$ cat src/rtl/clk_gate_pkg.sv
// ---------------------------------------------------------------------------
// clk_gate_pkg
// Shared definitions for the clock-gate controller: the 2-bit FSM state
// encoding and the default configuration constants used as parameter
// defaults by clk_gate_ctrl.
// ---------------------------------------------------------------------------
package clk_gate_pkg;

    typedef enum logic [1:0] {
        ST_ON    = 2'd0,
        ST_COUNT = 2'd1,
        ST_OFF   = 2'd2,
        ST_WAKE  = 2'd3
    } gate_state_t;

    localparam int IDLE_W_DEF   = 8;
    localparam int WAKE_DLY_DEF = 2;

endpackage

$ cat src/rtl/clk_gate_idle_cnt.sv
// ---------------------------------------------------------------------------
// clk_gate_idle_cnt
// Idle counter for the clock-gate controller. A load clears the count and
// captures the threshold; increments stop once the count equals the
// captured threshold, so the counter never wraps.
//
// Ports:
//   clk       - rising-edge clock
//   rst       - synchronous active-high reset (count and threshold to 0)
//   i_load    - clear count, capture i_thresh
//   i_inc     - advance count (ignored once o_hit is high)
//   i_thresh  - threshold to capture on i_load
//   o_hit     - count equals captured threshold
// ---------------------------------------------------------------------------
module clk_gate_idle_cnt #(
    parameter int IDLE_W = 8
) (
    input  logic              clk,
    input  logic              rst,
    input  logic              i_load,
    input  logic              i_inc,
    input  logic [IDLE_W-1:0] i_thresh,
    output logic              o_hit
);

    logic [IDLE_W-1:0] r_cnt;
    logic [IDLE_W-1:0] r_thresh;

    assign o_hit = (r_cnt == r_thresh);

    always_ff @(posedge clk) begin
        if (rst) begin
            r_cnt    <= '0;
            r_thresh <= '0;
        end else if (i_load) begin
            r_cnt    <= '0;
            r_thresh <= i_thresh;
        end else if (i_inc && !o_hit) begin
            r_cnt <= r_cnt + 1'b1;
        end
    end

endmodule

$ cat src/rtl/clk_gate_ctrl.sv
// ---------------------------------------------------------------------------
// clk_gate_ctrl
// Clock-gate controller. After idle_thresh+1 consecutive idle cycles in
// COUNT the gate enable is dropped (OFF). Any abort condition (busy,
// wake_req, force_on, !sleep_en) re-enables the gate; after WAKE_DLY
// settle cycles the FSM returns to ON, where a pending wake_req is
// acknowledged with a single-cycle pulse.
//
// Optional feature macro: CLK_GATE_CTRL_STAT_EN adds the gated_cycles
// output, a saturating count of cycles spent with sleeping high.
//
// Ports:
//   clk          - rising-edge clock
//   rst          - synchronous active-high reset
//   sleep_en     - global permission to gate
//   force_on     - test/scan override, keeps the clock on
//   busy         - downstream activity
//   wake_req     - level wake request, held until wake_ack
//   idle_thresh  - idle cycles to wait before gating
//   gate_en      - registered enable to the clock-gate cell
//   wake_ack     - one-cycle pulse, clock running and settled
//   sleeping     - registered, high exactly while in OFF
//   gated_cycles - (CLK_GATE_CTRL_STAT_EN only) saturating sleep counter
// ---------------------------------------------------------------------------
module clk_gate_ctrl
    import clk_gate_pkg::*;
#(
    parameter int IDLE_W   = IDLE_W_DEF,
    parameter int WAKE_DLY = WAKE_DLY_DEF
) (
    input  logic              clk,
    input  logic              rst,
    input  logic              sleep_en,
    input  logic              force_on,
    input  logic              busy,
    input  logic              wake_req,
    input  logic [IDLE_W-1:0] idle_thresh,
    output logic              gate_en,
    output logic              wake_ack,
    output logic              sleeping
`ifdef CLK_GATE_CTRL_STAT_EN
    ,
    output logic [15:0]       gated_cycles
`endif
);

    localparam logic [3:0] SETTLE_LAST = 4'(WAKE_DLY - 1);

    gate_state_t r_state;
    gate_state_t w_next;
    logic        r_gate_en;
    logic        r_sleeping;
    logic        r_ack;
    logic        r_ack_done;
    logic [3:0]  r_settle;
    logic        w_abort;
    logic        w_load;
    logic        w_inc;
    logic        w_hit;
    logic        w_ack_set;

    assign w_abort   = busy | wake_req | force_on | ~sleep_en;
    // r_ack_done remembers that the current request level was already
    // acknowledged, so a held request yields only one pulse.
    assign w_ack_set = (r_state == ST_ON) && wake_req && !r_ack && !r_ack_done;

    clk_gate_idle_cnt #(
        .IDLE_W (IDLE_W)
    ) u_idle_cnt (
        .clk      (clk),
        .rst      (rst),
        .i_load   (w_load),
        .i_inc    (w_inc),
        .i_thresh (idle_thresh),
        .o_hit    (w_hit)
    );

    always_comb begin
        w_next = r_state;
        w_load = 1'b0;
        w_inc  = 1'b0;
        case (r_state)
            ST_ON: begin
                if (!w_abort) begin
                    w_next = ST_COUNT;
                    w_load = 1'b1;
                end
            end
            ST_COUNT: begin
                // Abort takes priority over reaching the threshold.
                if (w_abort) begin
                    w_next = ST_ON;
                end else if (w_hit) begin
                    w_next = ST_OFF;
                end else begin
                    w_inc = 1'b1;
                end
            end
            ST_OFF: begin
                if (w_abort) begin
                    w_next = ST_WAKE;
                end
            end
            ST_WAKE: begin
                if (r_settle == SETTLE_LAST) begin
                    w_next = ST_ON;
                end
            end
            default: w_next = ST_ON;
        endcase
    end

    // Gate enable and sleeping are decoded from the next state and
    // registered, so they flip on the same edge as the state change and
    // have no combinational path from the inputs.
    always_ff @(posedge clk) begin
        if (rst) begin
            r_state    <= ST_ON;
            r_gate_en  <= 1'b1;
            r_sleeping <= 1'b0;
            r_ack      <= 1'b0;
            r_ack_done <= 1'b0;
            r_settle   <= '0;
        end else begin
            r_state    <= w_next;
            r_gate_en  <= (w_next != ST_OFF);
            r_sleeping <= (w_next == ST_OFF);
            r_ack      <= w_ack_set;
            if (!wake_req) begin
                r_ack_done <= 1'b0;
            end else if (w_ack_set) begin
                r_ack_done <= 1'b1;
            end
            r_settle   <= (r_state == ST_WAKE) ? (r_settle + 4'd1) : 4'd0;
        end
    end

    assign gate_en  = r_gate_en;
    assign wake_ack = r_ack;
    assign sleeping = r_sleeping;

`ifdef CLK_GATE_CTRL_STAT_EN
    logic [15:0] r_gated_cycles;

    always_ff @(posedge clk) begin
        if (rst) begin
            r_gated_cycles <= '0;
        end else if (r_sleeping && (r_gated_cycles != 16'hFFFF)) begin
            r_gated_cycles <= r_gated_cycles + 16'd1;
        end
    end

    assign gated_cycles = r_gated_cycles;
`endif

endmodule

$ cat config.mk
export PLATFORM = sky130hd
export DESIGN_NAME = clk_gate_ctrl
export DESIGN_NICKNAME = d
export VERILOG_FILES = /design/src/rtl/clk_gate_pkg.sv /design/src/rtl/clk_gate_idle_cnt.sv /design/src/rtl/clk_gate_ctrl.sv
export SDC_FILE = /design/constraint.sdc
export NUM_CORES = 1
export LEC_CHECK = 0
export ABC_CLOCK_PERIOD_IN_PS = 4720
export BUFFER_PORTS_ARGS = -buffer_cell sky130_fd_sc_hd__buf_2
export CAP_MARGIN = 40
export CORE_ASPECT_RATIO = 0.7
export CORE_MARGIN = 4
export CORE_UTILIZATION = 45
export CTS_BUF_LIST = sky130_fd_sc_hd__clkbuf_8
export CTS_CLUSTER_SIZE = 25
export DETAILED_ROUTE_END_ITERATION = 10
export SLEW_MARGIN = 5
export SYNTH_ARGS = -nofsm -noshare
export SYNTH_HDL_FRONTEND = slang
export SYNTH_SLANG_ARGS = --single-unit
$ cat constraint.sdc
create_clock -name clk -period 4.72 [get_ports clk]
set_input_delay 0.472 -clock clk [delete_from_list [all_inputs] [get_ports clk]]
set_output_delay 0.472 -clock clk [all_outputs]
set_load 0.02 [all_outputs]
* Word level (Yosys, flattened, before mapping)
Cells that the tools add are included.
** Word-level totals
- Bits in writable memories :: 0
- Register bits :: 26
- Memories kept :: 0
- Logic and storage cells :: 45
- Latch bits :: 0
- ROM bits :: 0
** Operators by class
- Divide/modulo/power cells :: 0
- Shifts and indexed selects :: 0
- Multiply operators :: 0
- Muxes and demuxes :: 11
- Reductions and logical operators :: 11
- Bitwise gates (word level) :: 6
- $add $sub $neg :: 2
- Equality and inequality tests :: 7
- Magnitude comparators :: 0
** Operator list (number)
- $mux W2 :: 5
- $add A8 B1 Y8 const B :: 1
- $eq A8 B8 Y1 :: 1
- $pmux W2 S4 :: 1
- $eq A2 B2 Y1 const B :: 3
- $reduce_or A2 Y1 :: 3
- $mux W1 :: 5
- $add A4 B1 Y4 const B :: 1
- $eq A4 B1 Y1 const B :: 1
- $logic_and A1 B1 Y1 :: 4
- $logic_not A1 Y1 :: 3
- $not A1 Y1 :: 3
- $or A1 B1 Y1 :: 3
- $eq A2 B1 Y1 const B :: 1
- $logic_not A2 Y1 :: 1
- $ne A2 B2 Y1 const B :: 1

* Depth between registers and ports, before layout
Gate-level depths: netlist (run 1).
- Word-level depth :: 6
- Gate-level depth with buffers :: 6
- Depth with buffers taken out :: 6

* Cells and area by module
A second synthesis (run 1) with hierarchy kept.
** Unflattened totals
- Cells, all modules :: 121
- Area, all modules :: 1172.4 sq um
** Modules (own cells, without submodules)
- clk_gate_idle_cnt :: times used 1, area an instance 760.7 sq um, cells an instance 77
- clk_gate_ctrl :: times used 1, area an instance 411.6 sq um, cells an instance 44

* Worst setup path after synthesis (run 1)
No wires, ideal clock.
- Kind :: register -> register
- Start :: register u_idle_cnt.r_cnt[2]
- End :: register r_gate_en (netlist: gate_en)
- Path buffers :: 1
- Required time :: 4593 ps
- Data arrival time :: 1481 ps
- Slack :: 3112 ps
- Cell stages (with the launch flop) :: 6
- Setup time :: 127 ps
- Cell sequence :: dfxtp_1 buf_6 xor2_1 nor4_4 a31oi_1 or3_1
** Between the ends
- Word-level cells in the longest chain between the ends :: 5
** Ends and longest elaborated chain
- start, declared :: RTL line clk_gate_idle_cnt.sv:26 : logic [IDLE_W-1:0] r_cnt;
- start signal, assigned :: RTL line clk_gate_idle_cnt.sv:39 : r_cnt <= r_cnt + 1'b1;
- $eq A8 B8 Y1 :: RTL line clk_gate_idle_cnt.sv:29 : assign o_hit = (r_cnt == r_thresh);
- $mux W2 :: RTL line clk_gate_ctrl.sv:93 : end else if (w_hit) begin
- $mux W2 :: RTL line clk_gate_ctrl.sv:91 : if (w_abort) begin
- $pmux W2 S4 :: RTL line clk_gate_ctrl.sv:82 : case (r_state)
- $ne A2 B2 Y1 :: RTL line clk_gate_ctrl.sv:126 : r_gate_en <= (w_next != ST_OFF);
- end signal, assigned :: RTL line clk_gate_ctrl.sv:126
- end, declared :: RTL line clk_gate_ctrl.sv:51 : logic r_gate_en;
Every way passes these cells.
A chain may end at the register's enable or synchronous reset.

* Final worst setup path (run 1)
- Start :: register u_idle_cnt.r_cnt[0]
- End :: register r_gate_en (netlist: gate_en)
The elaborated chain is that of the path after synthesis.

==> summary.md, run 1 <==
| Metric | Value |
|---|---|
| Initial drt markers | between 70 and 80 |
| Clk pin slew, worst setup/hold paths | 0.09 ns |
| Worst path top cell family by delay | simple AND/OR/NAND/NOR gates |
| Largest net degree at the start of global routing | 16 |
| Most common cell after layout, fill and taps aside | dfxtp_1 |
| Ant diodes | 0 |
| Setup violators final | 0 |
| Async S/R FF share, synth | 0% |
| Min-Delay Path Depth | 1 |
| Area leader, netlist | dfxtp_1 |
| Worst min path class | reg2reg |
| Synth Warn # | 0 |
| Total CTS buffers | 3 |
| Pre-Repair DR Iteration Count | 4 |
| Die height | between 50 and 60 um |
| Post-synth EDFFs | 0 |
| Worst path slowest cell | nor4_4 |
| I/O Buffers | 16 |
| Critical setup path kind | reg2reg |
| DR WL/cell | 13.2 um |
| Reg2Reg Depth | 4 |
| R2R Path Start | u_idle_cnt.r_cnt[0]$_SDFFE_PP0P_ |
| Final WL | 2.51 mm |
| Final Net Count | 175 |
| RR Endpoint | gate_en$_SDFF_PP1_ |
| Row count | 15 |
| Seq cells post-synth | 26 |
| Synth cell types | 29 |
| Setup crit end kind | flop |
| Relative slew slack | 54.4% |
| Most frequent cells in the layout | dfxtp_1, nand2_1, buf_2, a21oi_1, nand3_1 |
| Final hold violation count | 0 |
| Clk root buf | clkbuf_8 |
| Critical path buffers and inverters | 0 |
| Post-CTS Resized | 0 |
| Part of the Yosys area used for sequential elements | 41.1% |
| Hold buffer count at cts | 0 |
| Worst hold start | r_ack_done$_SDFFE_PP0P_ |
| Avg Vias per Cell | 5.37 |
| Initial Utilization | between 40% and 50% |
| Mapped Area | 1270 um^2 |
| Clock Path Buffers | 2 |
| Worst EP required | 4.88 ns |
| Dpl ws | 2.84 ns |
| Sink of the worst hold path | wake_ack$_SDFF_PP0_ |
| CP Launch Type | flop |
| Ports | 17 |
| Clock Skew | 0.00633 ns |
| Proportion of layout cells with a drive suffix above 1 | 15.4% |
| GRT Overall Usage | between 10% and 20% |
| Die area | 3740 um^2 |
| Slew Viols, Final | 0 |
| RSZ-0062 raised after global routing | false |
| Clock Latency Late Sink | 0.27 ns |
| Mean Syn Cell Area | roughly 9 um^2 |
| Number of routed nets with antenna violations | 0 |
| Initial antenna violation count | 0 |
| Largest stage delay, worst path | 0.55 ns |
| CP arrival | 1.94 ns |
| Routability cong. | 0.850 |
| Cell Pwr Density | 267 nW/um^2 |
| Synth top area share | 41.1% |
| Core area | about 2600 um^2 |
| Most common flop cell mapped by yosys | dfxtp_1 |
| # H-tree levels | 1 |
| Layout overhead on the synthesized area | 11.5% |
| Fmax achieved | 561 MHz |
| Final period util | between 30 and 40% |
| Crit path max fanout | 10 |
| Leakage | 0.547 nW |
| CTS tree | done |
| CP cell instances | xor2_1 -> nor4_4 -> a31oi_1 -> or3_1 |
| Clock sinks | 26 |
| Outcome | finished clean |
| Postcts setup bufs | 0 |
| Fin Setup TNS | 0 ns |
| Cell count after synthesis | roughly 140 |
| Worst-Margin Slew | ~0.68 ns |
| Top cells by area, synth | dfxtp_1, mux2i_1, xor2_1, a21oi_1, nand2_1 |
| Remaining DRCs | 0 |
| Final Critical Period | 1.78 ns |
| Vias in the first global route | ~900 |
| Global-route wire length before repair | 4.28 mm |
| Grt total ovfl | 0 |
| Post-synth net total | 158 |
| Die width | 71.4 um |
| Post-route setup slack | between 2 and 3 ns |
| Max rail drop VDD | 0.202 mV |
| Total vias in the final route | 1,020 |
| Setup slack, reg-to-reg | around 3 ns |
| MaxCap Viol Count | 0 |
| Final HPWL DP | around 1.8 mm |
| Hold_ws | 0.440 ns |
## power breakdown
group          total (mW)  switching, mW  internal, mW
registers           0.224        0.00179         0.222
logic              0.0290         0.0171        0.0119
clock network       0.124         0.0669        0.0572
total               0.377         0.0858         0.291
## kinds of logic (layout without fill, tap and decap cells)
logic type / after synthesis / in the layout / share of synthesized area [%]
AO/OA/AOI/OAI: 22 / 22 / 10.2
XOR/XNOR: 10 / 10 / 6.92
adder cells (fa/ha/maj): 3 / 3 / 2.96
buffers and inverters: 7 / 22 / 2.96
flip-flops: 26 / 26 / 41.1
multiplexers: 8 / 8 / 6.32
AND/OR/NAND/NOR: 65 / 65 / 29.5
## cell type report
type / count / area, um^2
flip-flops and latches: 26 / 520
repair buffers: 18 / 95.1
multi-input cells: 108 / 708
fillers: 237 / 1160
well taps: 34 / 42.5
inverters: 1 / 3.75
clock buffers: 3 / 41.3
## Yosys cell counts, drive strengths merged (3+ instances only)
cell / number
xor2: 9
dfxtp: 26
nor2: 7
a21oi: 15
a211oi: 3
nand4: 4
ha: 3
nand2: 20
mux2i: 8
buf: 4
nand2b: 8
and4: 3
nand3: 12
## routing by layer
| metal | wire length (um) | track usage, % |
|---|---|---|
| met3 | 172 | 5.36 |
| met4 | 44 | 4.69 |
| met5 | 0 | 0 |
| met1 | 1260 | 20.0 |
| met2 | 1040 | 22.1 |
## registers in the layout (all words and copies together), names as in the netlist
register and flops:
u_idle_cnt.r_thresh 8, r_state 2, sleeping 1, r_ack_done 1, gate_en 1, r_settle 4
wake_ack 1, u_idle_cnt.r_cnt 8
## per-stage QoR
stage | instances | util [%] | total power, mW | instance area, um^2
after floorplan | 141 | - | 0.247 | 1270
after global placement | 186 | 53.0 | 0.256 | 1360
after detailed placement | 187 | 53.3 | 0.258 | 1370
after CTS | 190 | 54.9 | 0.383 | 1410
after global routing | 190 | 54.9 | 0.395 | 1410
final | 190 | 54.9 | 0.377 | 1410
## worst max-delay path by stage
stage	startpoint	cells after the start	endpoint	slack [ns]
2_1_floorplan	u_idle_cnt.r_cnt[2]$_SDFFE_PP0P_	5	gate_en$_SDFF_PP1_	3.11
4_1_cts	u_idle_cnt.r_cnt[2]$_SDFFE_PP0P_	4	gate_en$_SDFF_PP1_	2.91
6_report	u_idle_cnt.r_cnt[0]$_SDFFE_PP0P_	4	gate_en$_SDFF_PP1_	2.94
5_1_grt	u_idle_cnt.r_cnt[0]$_SDFFE_PP0P_	4	gate_en$_SDFF_PP1_	2.77
3_5_place_dp	wake_req	6	u_idle_cnt.r_cnt[4]$_SDFFE_PP0P_	2.84
3_3_place_gp	sleep_en	6	u_idle_cnt.r_cnt[5]$_SDFFE_PP0P_	2.69
Note: power is estimated with default switching activity, not from simulation.
==> run 2, diff against run 1 <==
--- a/config.mk
+++ b/config.mk
@@ -5,7 +5,8 @@
 export SDC_FILE = /design/constraint.sdc
 export NUM_CORES = 1
 export LEC_CHECK = 0
-export ABC_CLOCK_PERIOD_IN_PS = 4720
+export ABC_AREA = 1
+export ABC_CLOCK_PERIOD_IN_PS = 1450
 export BUFFER_PORTS_ARGS = -buffer_cell sky130_fd_sc_hd__buf_2
 export CAP_MARGIN = 40
 export CORE_ASPECT_RATIO = 0.7
@@ -14,6 +15,7 @@
 export CTS_BUF_LIST = sky130_fd_sc_hd__clkbuf_8
 export CTS_CLUSTER_SIZE = 25
 export DETAILED_ROUTE_END_ITERATION = 10
+export PLACE_DENSITY = 0.67
 export SLEW_MARGIN = 5
 export SYNTH_ARGS = -nofsm -noshare
 export SYNTH_HDL_FRONTEND = slang
==> constraint.sdc (replaced) <==
create_clock -name clk -period 1.45 [get_ports clk]
set_input_delay 0.145 -clock clk [delete_from_list [all_inputs] [get_ports clk]]
set_output_delay 0.145 -clock clk [all_outputs]
set_load 0.02 [all_outputs]
==> run 2 against run 1 <==
Against the previous run:
- combinational power grew to 4.0 times the previous value
- global-route usage increased by 1.6 points
- largest cell class unchanged
- final area grew 9.8%
- sequential cell count unchanged
- power increased to 3.8 times the previous value
- synthesized area increased by 0.79%
- non-clock buffer count grew 7
- critical path depth up 1
- highest routed layer unchanged
- clock skew fell by 0.0044 ns
- critical path type unchanged
- sequential power increased to 3.3 times the previous value
==> summary.md, run 2 <==
| Metric | Value |
|---|---|
| Seq cells post-synth | 26 (unchanged) |
| Synth cell types | 23 (was 29) |
| Remaining DRCs | 0 (unchanged) |
| Number of routed nets with antenna violations | 0 (unchanged) |
| Avg Vias per Cell | 5.09 (was 5.37) |
| Int Pwr | 1.14 mW (was 0.291 mW) |
| Clock Skew | 0.00189 ns (was 0.00633 ns) |
| Post-synth EDFFs | 0 (unchanged) |
| Fin Setup TNS | 0 ns (unchanged) |
| Clk root buf | clkbuf_8 (unchanged) |
| Reg power frac | 50.7% (was 59.4%) |
| Vias in the first global route | 1,109 (was 904) |
| Comb pwr share | 8.0% (was 7.7%) |
| Die area | 3770 um^2 (was 3740 um^2) |
| Placed cell areas | 1440 um^2 (was 1370 um^2) |
| Setup violators final | 0 (unchanged) |
| Clk pin slew, worst setup/hold paths | 0.09 ns (about the same) |
| Final period util | 93.1% (was 37.8%) |
| Post-synth net total | 192 (was 158) |
| Mapped Area | 1280 um^2 (was 1270 um^2) |
| Critical path buffers and inverters | 1 (was 0) |
| Clock sinks | 26 (unchanged) |
| Cell count after synthesis | 175 (was 141) |
| Synth top area share | 40.8% (was 41.1%) |
| Final hold violation count | 0 (unchanged) |
| Switch share | 21.1% (was 22.8%) |
| Proportion of layout cells with a drive suffix above 1 | 23.8% (was 15.4%) |
| Die width | 71.7 um (was 71.4 um) |
| CP arrival | 1.52 ns (was 1.94 ns) |
| Post-Place Cells | 230 (was 187) |
| Die height | 52.6 um (was 52.4 um) |
| Cell Pwr Density | 928 nW/um^2 (was 267 nW/um^2) |
| Row count | 15 (unchanged) |
| Relative slew slack | 81.1% (was 54.4%) |
| Ant diodes | 0 (unchanged) |
| Total vias in the final route | 1,202 (was 1,020) |
| Initial drt markers | 109 (was 73) |
| Top-count cell post-synth | nand2_1 (was dfxtp_1) |
| Initial Utilization | 49.3% (was 49.2%) |
| Outcome | finished clean (unchanged) |
| Clock Latency Late Sink | 0.27 ns (about the same) |
| CTS tree | done (unchanged) |
| Async S/R FF share, synth | 0% (unchanged) |
| Initial antenna violation count | 0 (unchanged) |
| Slew Viols, Final | 0 (unchanged) |
| Synth Warn # | 0 (unchanged) |
| Part of the Yosys area used for sequential elements | 40.8% (was 41.1%) |
| Final core utilization | 59.9% (was 54.9%) |
| Most frequent cells after synthesis | nand2_1, dfxtp_1, inv_1 (was dfxtp_1, nand2_1, a21oi_1) |
| Hold buffer count at cts | 0 (unchanged) |
| GRT Overall Usage | 16.4% (was 14.9%) |
| Clock power share | 41.3% (was 32.9%) |
| I/O Buffers | 16 (unchanged) |
| Worst path top cell family by delay | simple AND/OR/NAND/NOR gates (unchanged) |
| Mean Syn Cell Area | 7.29 um^2 (was 8.98 um^2) |
| Grt total ovfl | 0 (unchanged) |
| Design area | 1550 um^2 (was 1410 um^2) |
| Fill cells | 245 (was 237) |
| CP Launch Type | flop (unchanged) |
| Ports | 17 (unchanged) |
| Crit path max fanout | 6 (was 10) |
| Biggest regs | u_idle_cnt.r_cnt (8), u_idle_cnt.r_thresh (8), r_settle (4) (unchanged) |
| Most common flop cell mapped by yosys | dfxtp_1 (unchanged) |
| Total CTS buffers | 3 (unchanged) |
| Worst path slowest cell | dfxtp_1 (was nor4_4) |
| Area leader, netlist | dfxtp_1 (unchanged) |
| Hold_ws | 0.109 ns (was 0.440 ns) |
| Setup crit end kind | flop (unchanged) |
| Worst-Margin Slew | 0.283 ns (was 0.682 ns) |
| Worst EP required | 1.62 ns (was 4.88 ns) |
| Top cells by area, synth | dfxtp_1, nand2_1, a21oi_1, nand3_1, inv_1 (was dfxtp_1, mux2i_1, xor2_1, a21oi_1, nand2_1) |
| CP cell instances | nor2_2 -> nand4_1 -> buf_4 -> o21ai_1 -> a21oi_1 (was xor2_1 -> nor4_4 -> a31oi_1 -> or3_1) |
| Final Non-Filler Cells | 236 (was 190) |
| RSZ-0062 raised after global routing | true (was false) |
| Final HPWL DP | 2.08 mm (was 1.85 mm) |
| Core area | 2590 um^2 (was 2570 um^2) |
| Final WL | 2.75 mm (was 2.51 mm) |
| Worst min path class | in2reg (was reg2reg) |
| Most common cell after layout, fill and taps aside | nand2_1 (was dfxtp_1) |
| Most frequent cells in the layout | nand2_1, dfxtp_1, inv_1, a21oi_1 (was dfxtp_1, nand2_1, buf_2, a21oi_1, nand3_1) |
| Global-route wire length before repair | 4.77 mm (was 4.28 mm) |
| DR WL/cell | 11.6 um (was 13.2 um) |
| Layout overhead on the synthesized area | 21.5% (was 11.5%) |
| Largest net degree at the start of global routing | 16 (unchanged) |
| # H-tree levels | 1 (unchanged) |
| Fmax achieved | 741 MHz (was 561 MHz) |
| Final Net Count | 220 (was 175) |
| Net Sw Power | 0.304 mW (was 0.0858 mW) |
| Final Critical Period | 1.35 ns (was 1.78 ns) |
| Pre-Repair DR Iteration Count | 4 (unchanged) |
| Leakage | 0.679 nW (was 0.547 nW) |
| Critical setup path kind | reg2reg (unchanged) |
| Routability cong. | 0.875 (was 0.850) |
| MaxCap Viol Count | 0 (unchanged) |
| Clock Path Buffers | 2 (unchanged) |
| Largest stage delay, worst path | 0.37 ns (was 0.55 ns) |
| Max rail drop VDD | 0.579 mV (was 0.202 mV) |
[run 2: cell count changes in the layout (fill, tap and decap cells not counted), sizes merged, moves of 5 or more]
cell,previous run,this run
nand3,12,19
inv,1,23
o21ai,0,5
mux2i,8,0
xor2,9,3
nand2,20,52
buf,18,25
nand2b,8,0
[run 2: tightest hold or removal path, stage by stage]
cell	delay [ns]
buf_2	0.09
nand2_1	0.05
a21oi_1	0.05
[run 2: repair_timing]
item / 4_1_cts / 5_1_grt
setup buffers: 0 / 2
endpoints found under the setup margin: 0 / 16
hold endpoints to repair: 0 / 0
gates resized for setup: 0 / 7
[run 2: final cells by class]
| type | instances | area, um^2 | area share, % |
|---|---|---|---|
| Inverter | 23 | 86.3 | 5.57 |
| Sequential cell | 26 | 524 | 33.8 |
| Clock inverter | 1 | 30.0 | 1.94 |
| Timing Repair Buffer | 25 | 148 | 9.52 |
| Multi-Input combinational cell | 124 | 678 | 43.7 |
| Clock buffer | 3 | 41.3 | 2.66 |
| Tap cell | 34 | 42.5 | 2.74 |
[run 2: power by group through the flow]
stage / registers [mW] / logic, mW / clock network, mW
after floorplan: 0.748 / 0.0665 / 0
after global placement: 0.746 / 0.104 / 0
after detailed placement: 0.747 / 0.109 / 0
after CTS: 0.730 / 0.109 / 0.608
after global routing: 0.732 / 0.128 / 0.637
final: 0.730 / 0.115 / 0.595
[run 2: stage by stage]
stage          total power [mW]  setup slack [ns]
2_1_floorplan             0.815             0.186
3_3_place_gp              0.851            0.0938
3_5_place_dp              0.855            0.0647
4_1_cts                    1.45            0.0459
5_1_grt                    1.50          -0.00586
6_report                   1.44             0.100
[run 2: final timing paths]
path / start / end / slack (ns) / depth (start not counted)
min: idle_thresh[2] / u_idle_cnt.r_thresh[2]$_SDFFE_PP0P_ / 0.11 / 3
max reg2reg: r_state[0]$_SDFF_PP0_ / u_idle_cnt.r_thresh[1]$_SDFFE_PP0P_ / 0.10 / 5
min reg2reg: r_ack_done$_SDFFE_PP0P_ / wake_ack$_SDFF_PP0_ / 0.43 / 1
max: r_state[0]$_SDFF_PP0_ / u_idle_cnt.r_thresh[1]$_SDFFE_PP0P_ / 0.10 / 5
[run 2: cell families (layout without fill, tap and decap cells)]
logic type | after synthesis | after routing | synth area share, %
adder cells (fa/ha/maj) | 3 | 3 | 2.94
flip-flops | 26 | 26 | 40.8
AND/OR/NAND/NOR | 89 | 89 | 33.5
buffers and inverters | 25 | 52 | 7.55
AO/OA/AOI/OAI | 25 | 25 | 10.4
XOR/XNOR | 7 | 7 | 4.80
[run 2: routing by layer]
| layer | vias to the layer above | part of all wire [%] | global-route usage [%] |
|---|---|---|---|
| li1 | 619 | - | - |
| met1 | 540 | 48 | 21.0 |
| met2 | 41 | 44 | 27.1 |
| met3 | 2 | 7.1 | 4.60 |
| met4 | 0 | 0.62 | 4.69 |
| met5 | - | 0 | 0 |
